File: src/rtl/md_unit_iter_pkg.sv
// Shared definitions for the iterative multiply/divide unit: FSM state encodings and
// operation select values.
package md_unit_iter_pkg;

  typedef enum logic [1:0] {
    MdIdle = 2'd0,
    MdRun  = 2'd1,
    MdDone = 2'd2
  } mdState_e;

  localparam logic MdOpMul = 1'b0;
  localparam logic MdOpDiv = 1'b1;

endpackage

File: src/rtl/md_unit_iter_if.sv
// Request/result bundle between the EX stage (master) and the multiply/divide unit (slave).
interface md_unit_iter_if #(
  parameter int unsigned WIDTH = 32
);

  logic             start;
  logic             op_div;
  logic             is_signed;
  logic [WIDTH-1:0] src_a;
  logic [WIDTH-1:0] src_b;
  logic             cancel;
  logic             busy;
  logic             done;
  logic [WIDTH-1:0] result_hi;
  logic [WIDTH-1:0] result_lo;
  logic             div_by_zero;

  modport master (
    output start, op_div, is_signed, src_a, src_b, cancel,
    input  busy, done, result_hi, result_lo, div_by_zero
  );

  modport slave (
    input  start, op_div, is_signed, src_a, src_b, cancel,
    output busy, done, result_hi, result_lo, div_by_zero
  );

endinterface

File: src/rtl/md_unit_iter_div_step.sv
// One combinational restoring-divide step: compare the shifted partial remainder against
// the divisor, subtract when it fits and emit the quotient bit.
module md_unit_iter_div_step #(
  parameter int unsigned WIDTH = 32
) (
  input  logic [WIDTH:0]   remIn,
  input  logic [WIDTH-1:0] divisor,
  output logic [WIDTH-1:0] remOut,
  output logic             qBit
);

  logic [WIDTH-1:0] diff;

  // Trial subtraction; when it fits the true difference is below the divisor, so the low
  // WIDTH bits of the subtraction are exact.
  always_comb begin
    qBit   = (remIn >= {1'b0, divisor});
    diff   = remIn[WIDTH-1:0] - divisor;
    remOut = qBit ? diff : remIn[WIDTH-1:0];
  end

endmodule

File: src/rtl/md_unit_iter.sv
// Iterative radix-2 multiply/divide unit with start/busy/done handshake and flush cancel.
// hi = high product / remainder, lo = low product / quotient.
// Optional macro MD_FAST_MUL_EN: multiplies complete through a single registered
// WIDTH x WIDTH multiplier instead of the iterative engine.
module md_unit_iter
  import md_unit_iter_pkg::*;
#(
  parameter int unsigned WIDTH = 32
) (
  input logic           clk,
  input logic           rst,
  md_unit_iter_if.slave bus
);

  localparam int unsigned CNT_W = $clog2(WIDTH) + 1;

  mdState_e         state;
  logic [CNT_W-1:0] cnt;
  logic             opDivQ;
  logic             signA;
  logic             signB;
  logic [WIDTH-1:0] operandQ;
  logic [WIDTH-1:0] accHi;
  logic [WIDTH-1:0] accLo;
  logic [WIDTH-1:0] resHi;
  logic [WIDTH-1:0] resLo;
  logic             busyQ;
  logic             doneQ;
  logic             dbzQ;

  logic             inSignA;
  logic             inSignB;
  logic [WIDTH-1:0] absA;
  logic [WIDTH-1:0] absB;
  logic [WIDTH:0]   mulSum;
  logic [WIDTH-1:0] divRem;
  logic             divQBit;
  logic [WIDTH-1:0] stepHi;
  logic [WIDTH-1:0] stepLo;
  logic [2*WIDTH-1:0] prod;
  logic [WIDTH-1:0] fixHi;
  logic [WIDTH-1:0] fixLo;

  md_unit_iter_div_step #(
    .WIDTH(WIDTH)
  ) u_divStep (
    .remIn  ({accHi, accLo[WIDTH-1]}),
    .divisor(operandQ),
    .remOut (divRem),
    .qBit   (divQBit)
  );

  // Operand magnitudes and signs for the incoming request.
  always_comb begin
    inSignA = bus.is_signed & bus.src_a[WIDTH-1];
    inSignB = bus.is_signed & bus.src_b[WIDTH-1];
    absA    = inSignA ? -bus.src_a : bus.src_a;
    absB    = inSignB ? -bus.src_b : bus.src_b;
  end

  // One engine step plus the sign fix-up applied to its result on the final iteration.
  always_comb begin
    mulSum = {1'b0, accHi} + (accLo[0] ? {1'b0, operandQ} : '0);
    if (opDivQ) begin
      stepHi = divRem;
      stepLo = {accLo[WIDTH-2:0], divQBit};
    end else begin
      stepHi = mulSum[WIDTH:1];
      stepLo = {mulSum[0], accLo[WIDTH-1:1]};
    end
    prod = {stepHi, stepLo};
    if (opDivQ) begin
      fixLo = (signA ^ signB) ? -stepLo : stepLo;
      fixHi = signA ? -stepHi : stepHi;
    end else begin
      if (signA ^ signB) begin
        prod = -prod;
      end
      fixHi = prod[2*WIDTH-1:WIDTH];
      fixLo = prod[WIDTH-1:0];
    end
  end

`ifdef MD_FAST_MUL_EN
  logic [2*WIDTH-1:0] fastProd;

  // Single-cycle signed/unsigned product from the operand magnitudes.
  always_comb begin
    fastProd = {{WIDTH{1'b0}}, absA} * {{WIDTH{1'b0}}, absB};
    if (inSignA ^ inSignB) begin
      fastProd = -fastProd;
    end
  end
`endif

  // FSM, iteration counter, accumulators and registered outputs.
  always_ff @(posedge clk or negedge rst) begin
    if (!rst) begin
      state    <= MdIdle;
      cnt      <= '0;
      opDivQ   <= MdOpMul;
      signA    <= 1'b0;
      signB    <= 1'b0;
      operandQ <= '0;
      accHi    <= '0;
      accLo    <= '0;
      resHi    <= '0;
      resLo    <= '0;
      busyQ    <= 1'b0;
      doneQ    <= 1'b0;
      dbzQ     <= 1'b0;
    end else begin
      doneQ <= 1'b0;
      unique case (state)
        MdIdle: begin
          if (bus.start && !bus.cancel) begin
            opDivQ <= bus.op_div;
            signA  <= inSignA;
            signB  <= inSignB;
            busyQ  <= 1'b1;
            dbzQ   <= 1'b0;
            if (bus.op_div == MdOpDiv && bus.src_b == '0) begin
              resHi <= bus.src_a;
              resLo <= '1;
              dbzQ  <= 1'b1;
              doneQ <= 1'b1;
              state <= MdDone;
            end
`ifdef MD_FAST_MUL_EN
            else if (bus.op_div == MdOpMul) begin
              resHi <= fastProd[2*WIDTH-1:WIDTH];
              resLo <= fastProd[WIDTH-1:0];
              doneQ <= 1'b1;
              state <= MdDone;
            end
`endif
            else begin
              // Divide: accLo shifts the dividend out; multiply: accLo shifts the multiplier.
              operandQ <= bus.op_div ? absB : absA;
              accHi    <= '0;
              accLo    <= bus.op_div ? absA : absB;
              cnt      <= CNT_W'(WIDTH);
              state    <= MdRun;
            end
          end
        end
        MdRun: begin
          if (bus.cancel) begin
            busyQ <= 1'b0;
            state <= MdIdle;
          end else begin
            accHi <= stepHi;
            accLo <= stepLo;
            cnt   <= cnt - CNT_W'(1);
            if (cnt == CNT_W'(1)) begin
              resHi <= fixHi;
              resLo <= fixLo;
              doneQ <= 1'b1;
              state <= MdDone;
            end
          end
        end
        MdDone: begin
          busyQ <= 1'b0;
          state <= MdIdle;
        end
        default: begin
          busyQ <= 1'b0;
          state <= MdIdle;
        end
      endcase
    end
  end

  assign bus.busy        = busyQ;
  assign bus.done        = doneQ;
  assign bus.result_hi   = resHi;
  assign bus.result_lo   = resLo;
  assign bus.div_by_zero = dbzQ;

endmodule

File: src/flat_wrapper.sv
// flat-port wrapper written by rule: the top's interface ports become plain ports
module md_unit_iter_flat import md_unit_iter_pkg::*;
#(
  parameter int unsigned WIDTH = 32
)
  (clk, rst, bus_start, bus_op_div, bus_is_signed, bus_src_a, bus_src_b, bus_cancel, bus_busy, bus_done, bus_result_hi, bus_result_lo, bus_div_by_zero);
  md_unit_iter_if #(.WIDTH(WIDTH)) bus_i ();
  input logic clk;
  input logic rst;
  input wire logic [$bits(bus_i.start)-1:0] bus_start;
  input wire logic [$bits(bus_i.op_div)-1:0] bus_op_div;
  input wire logic [$bits(bus_i.is_signed)-1:0] bus_is_signed;
  input wire logic [$bits(bus_i.src_a)-1:0] bus_src_a;
  input wire logic [$bits(bus_i.src_b)-1:0] bus_src_b;
  input wire logic [$bits(bus_i.cancel)-1:0] bus_cancel;
  output wire logic [$bits(bus_i.busy)-1:0] bus_busy;
  output wire logic [$bits(bus_i.done)-1:0] bus_done;
  output wire logic [$bits(bus_i.result_hi)-1:0] bus_result_hi;
  output wire logic [$bits(bus_i.result_lo)-1:0] bus_result_lo;
  output wire logic [$bits(bus_i.div_by_zero)-1:0] bus_div_by_zero;
  assign bus_i.start = bus_start;
  assign bus_i.op_div = bus_op_div;
  assign bus_i.is_signed = bus_is_signed;
  assign bus_i.src_a = bus_src_a;
  assign bus_i.src_b = bus_src_b;
  assign bus_i.cancel = bus_cancel;
  assign bus_busy = bus_i.busy;
  assign bus_done = bus_i.done;
  assign bus_result_hi = bus_i.result_hi;
  assign bus_result_lo = bus_i.result_lo;
  assign bus_div_by_zero = bus_i.div_by_zero;
  md_unit_iter #(.WIDTH(WIDTH)) u_core (.clk(clk), .rst(rst), .bus(bus_i));
endmodule
File: config.mk
export PLATFORM = sky130hd
export DESIGN_NAME = md_unit_iter_flat
export DESIGN_NICKNAME = d
export VERILOG_FILES = /design/src/rtl/md_unit_iter_pkg.sv /design/src/rtl/md_unit_iter_if.sv /design/src/rtl/md_unit_iter_div_step.sv /design/src/rtl/md_unit_iter.sv /design/src/flat_wrapper.sv
export SDC_FILE = /design/constraint.sdc
export NUM_CORES = 1
export LEC_CHECK = 0
export ABC_AREA = 1
export BUFFER_PORTS_ARGS = -buffer_cell sky130_fd_sc_hd__buf_2
export CORE_MARGIN = 2
export CORE_UTILIZATION = 40
export CTS_CLUSTER_DIAMETER = 200
export CTS_CLUSTER_SIZE = 30
export DETAILED_ROUTE_END_ITERATION = 10
export GPL_ROUTABILITY_DRIVEN = 1
export SYNTH_ARGS = -nofsm -noshare
export SYNTH_HDL_FRONTEND = slang
export SYNTH_SLANG_ARGS = --single-unit
export TNS_END_PERCENT = 100
File: constraint.sdc
create_clock -name clk -period 4.65 [get_ports clk]
set_input_delay 0.6975 -clock clk [delete_from_list [all_inputs] [get_ports clk]]
set_output_delay 0.6975 -clock clk [all_outputs]
set_load 0.005 [all_outputs]
==> results of run 1 <==
path summary, 6_finish.rpt:
check / start / end / slack, ns / depth (start not counted)
min in group clk: bus_src_a[1] / u_core.bus.result_hi[1] / 0.47 / 3
worst max-delay path: u_core.accHi[11] / u_core.bus.result_hi[20] / 0.31 / 26
worst min-delay path: rst / u_core.bus.result_lo[14] / 0.21 / 1
worst max register to register: u_core.accHi[11] / u_core.bus.result_hi[20] / 0.31 / 26
worst min register to register: u_core.bus.result_hi[19] / u_core.bus.result_hi[19] / 0.48 / 2
max in group asynchronous: rst / u_core.accHi[21] / 3.32 / 2
area by class of cell:
class                   instances  area (um^2)
diodes                          1         2.50
clock buffers                  20          467
clock inverters                11          149
fillers                      4734        23600
inverters                     449         1690
multi-input cells            2197        11100
flip-flops and latches        174         4360
well taps                     585          732
repair buffers                181         1040
Yosys cell counts, types with 9 or more instances:
cell type,number,area [um^2]
o21ai_0,188,941
o21ai_1,27,135
xor2_1,66,578
nor4_1,9,56.3
a31oi_1,12,75.1
nor2_1,291,1090
o22ai_1,39,244
nand3_1,223,1120
nor2_2,27,169
ha_1,70,876
clkbuf_1,64,240
nand3b_1,15,113
nand3_2,9,90.1
nand2_2,11,68.8
a22oi_1,13,97.6
inv_2,13,48.8
xnor2_1,21,184
nand4_1,31,194
or2_2,12,75.1
nor3_1,33,165
dfrtp_1,174,4350
o221ai_1,13,114
nand2_1,862,3240
inv_1,432,1620
o211ai_1,18,135
buf_2,19,95.1
a21oi_1,147,736
timing repair:
| action | in CTS | in global routing |
|---|---|---|
| buffers inserted | 0 | 3 |
| hold buffers | 0 | 0 |
| gates resized for setup | 0 | 1 |
| endpoints found under the setup margin | 0 | 8 |
cells by family (layout without fill, tap and decap cells):
family | after synthesis | count (layout) | share of synthesized area
AND/OR/NAND/NOR | 1540 | 1540 | 0.374
buffers and inverters | 548 | 661 | 0.121
AO/OA/AOI/OAI | 495 | 495 | 0.159
flip-flops | 174 | 174 | 0.248
XOR/XNOR | 87 | 87 | 0.0434
adder cells (fa/ha/maj) | 72 | 72 | 0.0522
multiplexers | 3 | 3 | 0.00171
other | 0 | 1 | 0
power groups by stage:
stage / combinational [mW] / clock [mW] / sequential [mW]
4_1_cts: 13.1 / 1.62 / 2.78
3_5_place_dp: 13.1 / 0 / 2.80
6_report: 13.5 / 1.59 / 2.80
2_1_floorplan: 8.61 / 0 / 2.61
5_1_grt: 14.7 / 1.67 / 2.87
3_3_place_gp: 13.1 / 0 / 2.77
metal layers:
metal / vias to the layer above / GRT usage / wire length [um]
li1: 9561 / - / -
met1: 9405 / 0.462 / 33300
met2: 1012 / 0.549 / 35100
met3: 176 / 0.0813 / 7350
met4: 2 / 0.186 / 4580
met5: - / 0 / 13
worst reg2reg max path, delay by kind of cell (launching register included):
kind,cells,cell delay [ns]
adders and majority gates,2,0.57
DFF,1,0.43
buffers and inverters,2,0.12
and+or+nand+nor,17,2.24
AOI/OAI and AO/OA,5,0.89
state kept, by name, indices dropped and copies added (netlist names):
signal                  count
u_core.signB                1
u_core.signA                1
u_core.cnt                  6
u_core.bus.done             1
u_core.bus.result_lo       32
u_core.state                2
u_core.bus.div_by_zero      1
u_core.operandQ            32
u_core.bus.result_hi       32
u_core.accHi               32
u_core.accLo               32
u_core.opDivQ               1
u_core.bus.busy             1
==> impl_metrics.toml, run 1 <==
[floorplanning]
dieWidth_um = 213
ioPinCount = 137
coreArea_um2 = 43200
die_y_um = 213
start_util = 0.406
row_count = 76
die_area_um2 = 45500

[sta]
fin_crit_sh = 0.934
fin_skew_ns = 0.0126
worstMarginPinSlew_ns = 1.11
tns_ns = 0
finalSetupViolations = 0
whs_ns = 0.212
slew_viol_final = 0
fmax_mhz = 230
worst_slack_ns = 0.305
rsz0062_at_grt = "false"
hold_violations = 0
maxSlewHeadroom = 0.260
fin_crit_ns = 4.34

[logic_synthesis]
synth_flop_cell = "dfrtp_1"
synth_cells = 2919
yosysSeqAreaShare = 0.248
async_flop_share = 1.00
syn_avg_cell_area_um2 = 6.01
syn_nets = 3061
synth-seq-cells = 174
ys_warn_count = 0
synthDistinctLibCells = 59
synth-edff-count = 0
synth_area_um2 = 17500

[place]
post-place-cells = 3583
port_buffers = 136
place_ws_ns = 0.239
place_hpwl_mm = 65.0
routabilityCongestion = 1.08
dpl-instance-area_um2 = 18900

[critical_path]
cp.required_ns = 5.06
crit_family = "simple AND/OR/NAND/NOR gates"
worst_path_largest_cell_delay_ns = 0.43
cpMaxStageDelayCell = "dfrtp_1"
cp-end-kind = "flip-flop"
cp.arrival_ns = 4.76
worst-path-buf-inv = 2
crit_path_max_fanout = 5
crit_path_frequent_cell = "nand2_1"
worstSetupPathType = "reg -> reg"
start_kind = "flip-flop"

[power]
p_sw_mw = 11.0
power.share.combinational = 0.754
p_int_mw = 6.92
p_per_area_nw_per_um2 = 915
switching_share = 0.613
leakage_nw = 10.1
total_power_mw = 17.9
ir_drop_v = 0.000390
p_seq_frac = 0.156
pwr-share-clk = 0.089

[layout]
mostFrequentLayoutCells = "nand2_1, inv_1, nor2_1"
nets = 3162
mostFrequentLayoutCell = "nand2_1"
drive_above_1_share = 0.102
finish.utilization = 0.452
stdcell_count = 3618
final_area_um2 = 19500
area_delta_synth_final_pct = 11.3

[cts]
clkSinkCount = 174
root_buffer = "clkbuf_16"
clkLatencyLatePin_ns = 0.51
numCtsBuffers = 17
cts_tree = "done"
cts_htree_levels = 4
cts.clk_slew.worst_paths_ns = 0.08
cts_buffer_depth = 2

[grt]
grt_max_degree = 82
grt_pass1_vias = 18800
groute.usage.overall = 0.355
grt-ovfl-total = 0
grt_pass1_wl_mm = 118
antenna_found_initial = 3

[route]
antenna_left = 0
avgRoutedWirePerCell_um = 22.2
vias = 20200
drc = 0
drt_iter0_markers = 2153
drtPass1Iterations = 6
drt_wl_total_mm = 80.3
viasPerCell = 5.57

[min_path]
holdCritPathClass = "in -> async"

[flow_run]
maxCapViolCount = 0

[outcome]
outcome = "complete, no violations"
No activity file was read; power rests on OpenSTA's default activity.
==> inputs of run 2 (changes only) <==
--- a/config.mk
+++ b/config.mk
@@ -5,7 +5,6 @@
 export SDC_FILE = /design/constraint.sdc
 export NUM_CORES = 1
 export LEC_CHECK = 0
-export ABC_AREA = 1
 export BUFFER_PORTS_ARGS = -buffer_cell sky130_fd_sc_hd__buf_2
 export CORE_MARGIN = 2
 export CORE_UTILIZATION = 40
@@ -13,6 +12,7 @@
 export CTS_CLUSTER_SIZE = 30
 export DETAILED_ROUTE_END_ITERATION = 10
 export GPL_ROUTABILITY_DRIVEN = 1
+export HOLD_SLACK_MARGIN = 0.08
 export SYNTH_ARGS = -nofsm -noshare
 export SYNTH_HDL_FRONTEND = slang
 export SYNTH_SLANG_ARGS = --single-unit
==> run 2 against run 1 <==
  * Clock skew increased by 0.0055 ns
  * Count of clock-buffer cells in the layout is the same
  * Critical path depth fell by 3
  * Worst hold slack improved by 0.060 ns
  * Non-clock buffer count up 233
  * Combinational power decreased by 4%
  * Via count fell by 11%
  * Routed wire length is 16% lower
  * Die area shrank 8.9%
  * Total power is 3.7% lower
  * Highest routed layer unchanged
==> impl_metrics.toml, run 2 <==
[critical_path]
worst_path_largest_cell_delay_ns = 0.45
worstSetupPathType = "reg -> reg"
cp.arrival_ns = 4.93
start_kind = "flip-flop"
worst-path-buf-inv = 4
cp-end-kind = "flip-flop"
crit_path_frequent_cell = "buf_4"
cpMaxStageDelayCell = "or3_4"
crit_family = "simple AND/OR/NAND/NOR gates"
cp.required_ns = 4.99
crit_path_cell_trace = "ha_4 > buf_4 > nand4_1 > nor3_2 > a31oi_2 > a211oi_2 > a211o_1 > nor3_2 > buf_4 > o21bai_4 > ha_4 > o21ai_2 > nand3b_1 > or3_4 > nor2_4 > buf_4 > nand2_1 > nand2_2 > xnor2_1 > mux2i_1 > a21oi_1 > buf_4 > o21ai_0"
crit_path_max_fanout = 6

[logic_synthesis]
synth_top_cells_by_area = "dfrtp_1, a21oi_1, o21ai_0"
synthDistinctLibCells = 96
synth-edff-count = 0
synth_flop_cell = "dfrtp_1"
synth_area_um2 = 16000
synth_common_cells = "nand2_1, a21oi_1, nor2_1"
ys_warn_count = 0
async_flop_share = 1.00
synth_top_area_share = 0.273
synth.most_common_cell = "nand2_1"
syn_avg_cell_area_um2 = 7.65
yosysSeqAreaShare = 0.273
synth-seq-cells = 174
syn_nets = 2227
yosysTopAreaCell = "dfrtp_1"
synth_cells = 2085

[power]
leakage_nw = 8.90
p_int_mw = 8.37
p_sw_mw = 8.84
switching_share = 0.514
pwr-share-clk = 0.089
p_per_area_nw_per_um2 = 860
ir_drop_v = 0.000517
power.share.combinational = 0.758
p_seq_frac = 0.153
total_power_mw = 17.2

[sta]
fin_crit_sh = 0.987
worst_slack_ns = 0.0602
whs_ns = 0.272
worstMarginPinSlew_ns = 0.906
fmax_mhz = 218
rsz0062_at_grt = "true"
slew_viol_final = 0
hold_violations = 0
tns_ns = 0
finalSetupViolations = 0
maxSlewHeadroom = 0.396
fin_crit_ns = 4.59
fin_skew_ns = 0.0181

[grt]
grt_pass1_vias = 16900
antenna_found_initial = 6
grt_pass1_wl_mm = 102
grt-ovfl-total = 0
groute.usage.overall = 0.322
grt_max_degree = 110

[floorplanning]
ioPinCount = 137
coreArea_um2 = 39500
row_count = 73
start_util = 0.403
dieWidth_um = 204
die_area_um2 = 41500
die_y_um = 204

[cts]
numCtsBuffers = 17
cts_tree = "done"
cts_htree_levels = 4
root_buffer = "clkbuf_16"
clkSinkCount = 174
cts_buffer_depth = 2
clkLatencyLatePin_ns = 0.48
cts.clk_slew.worst_paths_ns = 0.07

[route]
antenna_left = 0
vias = 17900
drtPass1Iterations = 7
avgRoutedWirePerCell_um = 23.1
drt_iter0_markers = 1789
drt_wl_total_mm = 67.7
drc = 0
viasPerCell = 6.10

[flow_run]
maxCapViolCount = 0

[min_path]
holdCritPathClass = "in -> async"

[layout]
mostFrequentLayoutCell = "buf_4"
mostFrequentLayoutCells = "buf_4, nand2_1, a21oi_1"
drive_above_1_share = 0.243
area_delta_synth_final_pct = 25.5
finish.utilization = 0.506
nets = 2535

[place]
port_buffers = 136
routabilityCongestion = 0.994
place_hpwl_mm = 52.9
place_ws_ns = -0.247

[outcome]
outcome = "complete, no violations"
[run 2: changes by cell type after synthesis, moves of 25 or more]
cell,delta
a21oi_1,+66
nand3_1,-191
nor2_2,-25
clkbuf_1,+28
and2_1,+42
mux2i_1,+37
o22ai_1,-33
nor2_1,-89
inv_1,-367
nand2_1,-610
xnor2_1,+72
a21o_1,+28
[run 2: metal layers]
metal	wire, um	part of all wire	vias to the layer above	global-route usage
met3	4890	0.072	156	0.0646
met2	31800	0.47	807	0.528
met5	59	0.00087	-	0
li1	-	-	8223	-
met4	2630	0.039	8	0.126
met1	28400	0.42	8718	0.415
[run 2: what timing repair did]
| item | CTS | global route |
|---|---|---|
| pin swaps | 8 | 35 |
| hold buffers | 0 | 0 |
| gates resized for setup | 14 | 79 |
| endpoints found under the setup margin | 11 | 26 |
| buffers inserted | 0 | 14 |
[run 2: cell families after synthesis]
logic type / share of synthesized area
simple gates: 0.218
flops: 0.273
xor+xnor: 0.0868
buf+inv: 0.0476
fa+ha+maj: 0.0574
compound gates: 0.289
mux: 0.0286
[run 2: final timing paths]
check                            startpoint                  endpoint  slack [ns]  depth (start not counted)
min in group clk            u_core.state[1]           u_core.bus.busy        0.48                          1
max in group asynchronous               rst             u_core.cnt[2]        3.35                          2
hold / removal                          rst  u_core.bus.result_lo[27]        0.27                          1
hold reg to reg             u_core.state[1]           u_core.bus.busy        0.48                          1
setup reg to reg           u_core.accHi[21]   u_core.bus.result_hi[0]        0.06                         23
setup / recovery           u_core.accHi[21]   u_core.bus.result_hi[0]        0.06                         23
[run 2: power by group through the flow]
stage / registers [mW] / logic (mW) / clock network [mW]
after floorplan: 2.51 / 7.01 / 0
after global placement: 2.58 / 12.1 / 0
after detailed placement: 2.61 / 12.1 / 0
after CTS: 2.59 / 12.3 / 1.53
after global routing: 2.70 / 14.0 / 1.58
final: 2.63 / 13.0 / 1.53
[run 2: cell type report]
class,instances,area [um^2]
Fill cell,3918,19500
Multi-Input combinational cell,1720,11300
Sequential cell,174,4360
Timing Repair Buffer,414,2820
Tap cell,525,657
Clock buffer,20,467
Inverter,66,248
Clock inverter,12,124
Antenna cell,3,7.51
[run 2: through the flow]
stage | std cells | instance area [um^2]
2_1_floorplan | 2085 | 16000
3_3_place_gp | 2885 | 18800
3_5_place_dp | 2885 | 18800
4_1_cts | 2917 | 19500
5_1_grt | 2931 | 20000
6_report | 2934 | 20000
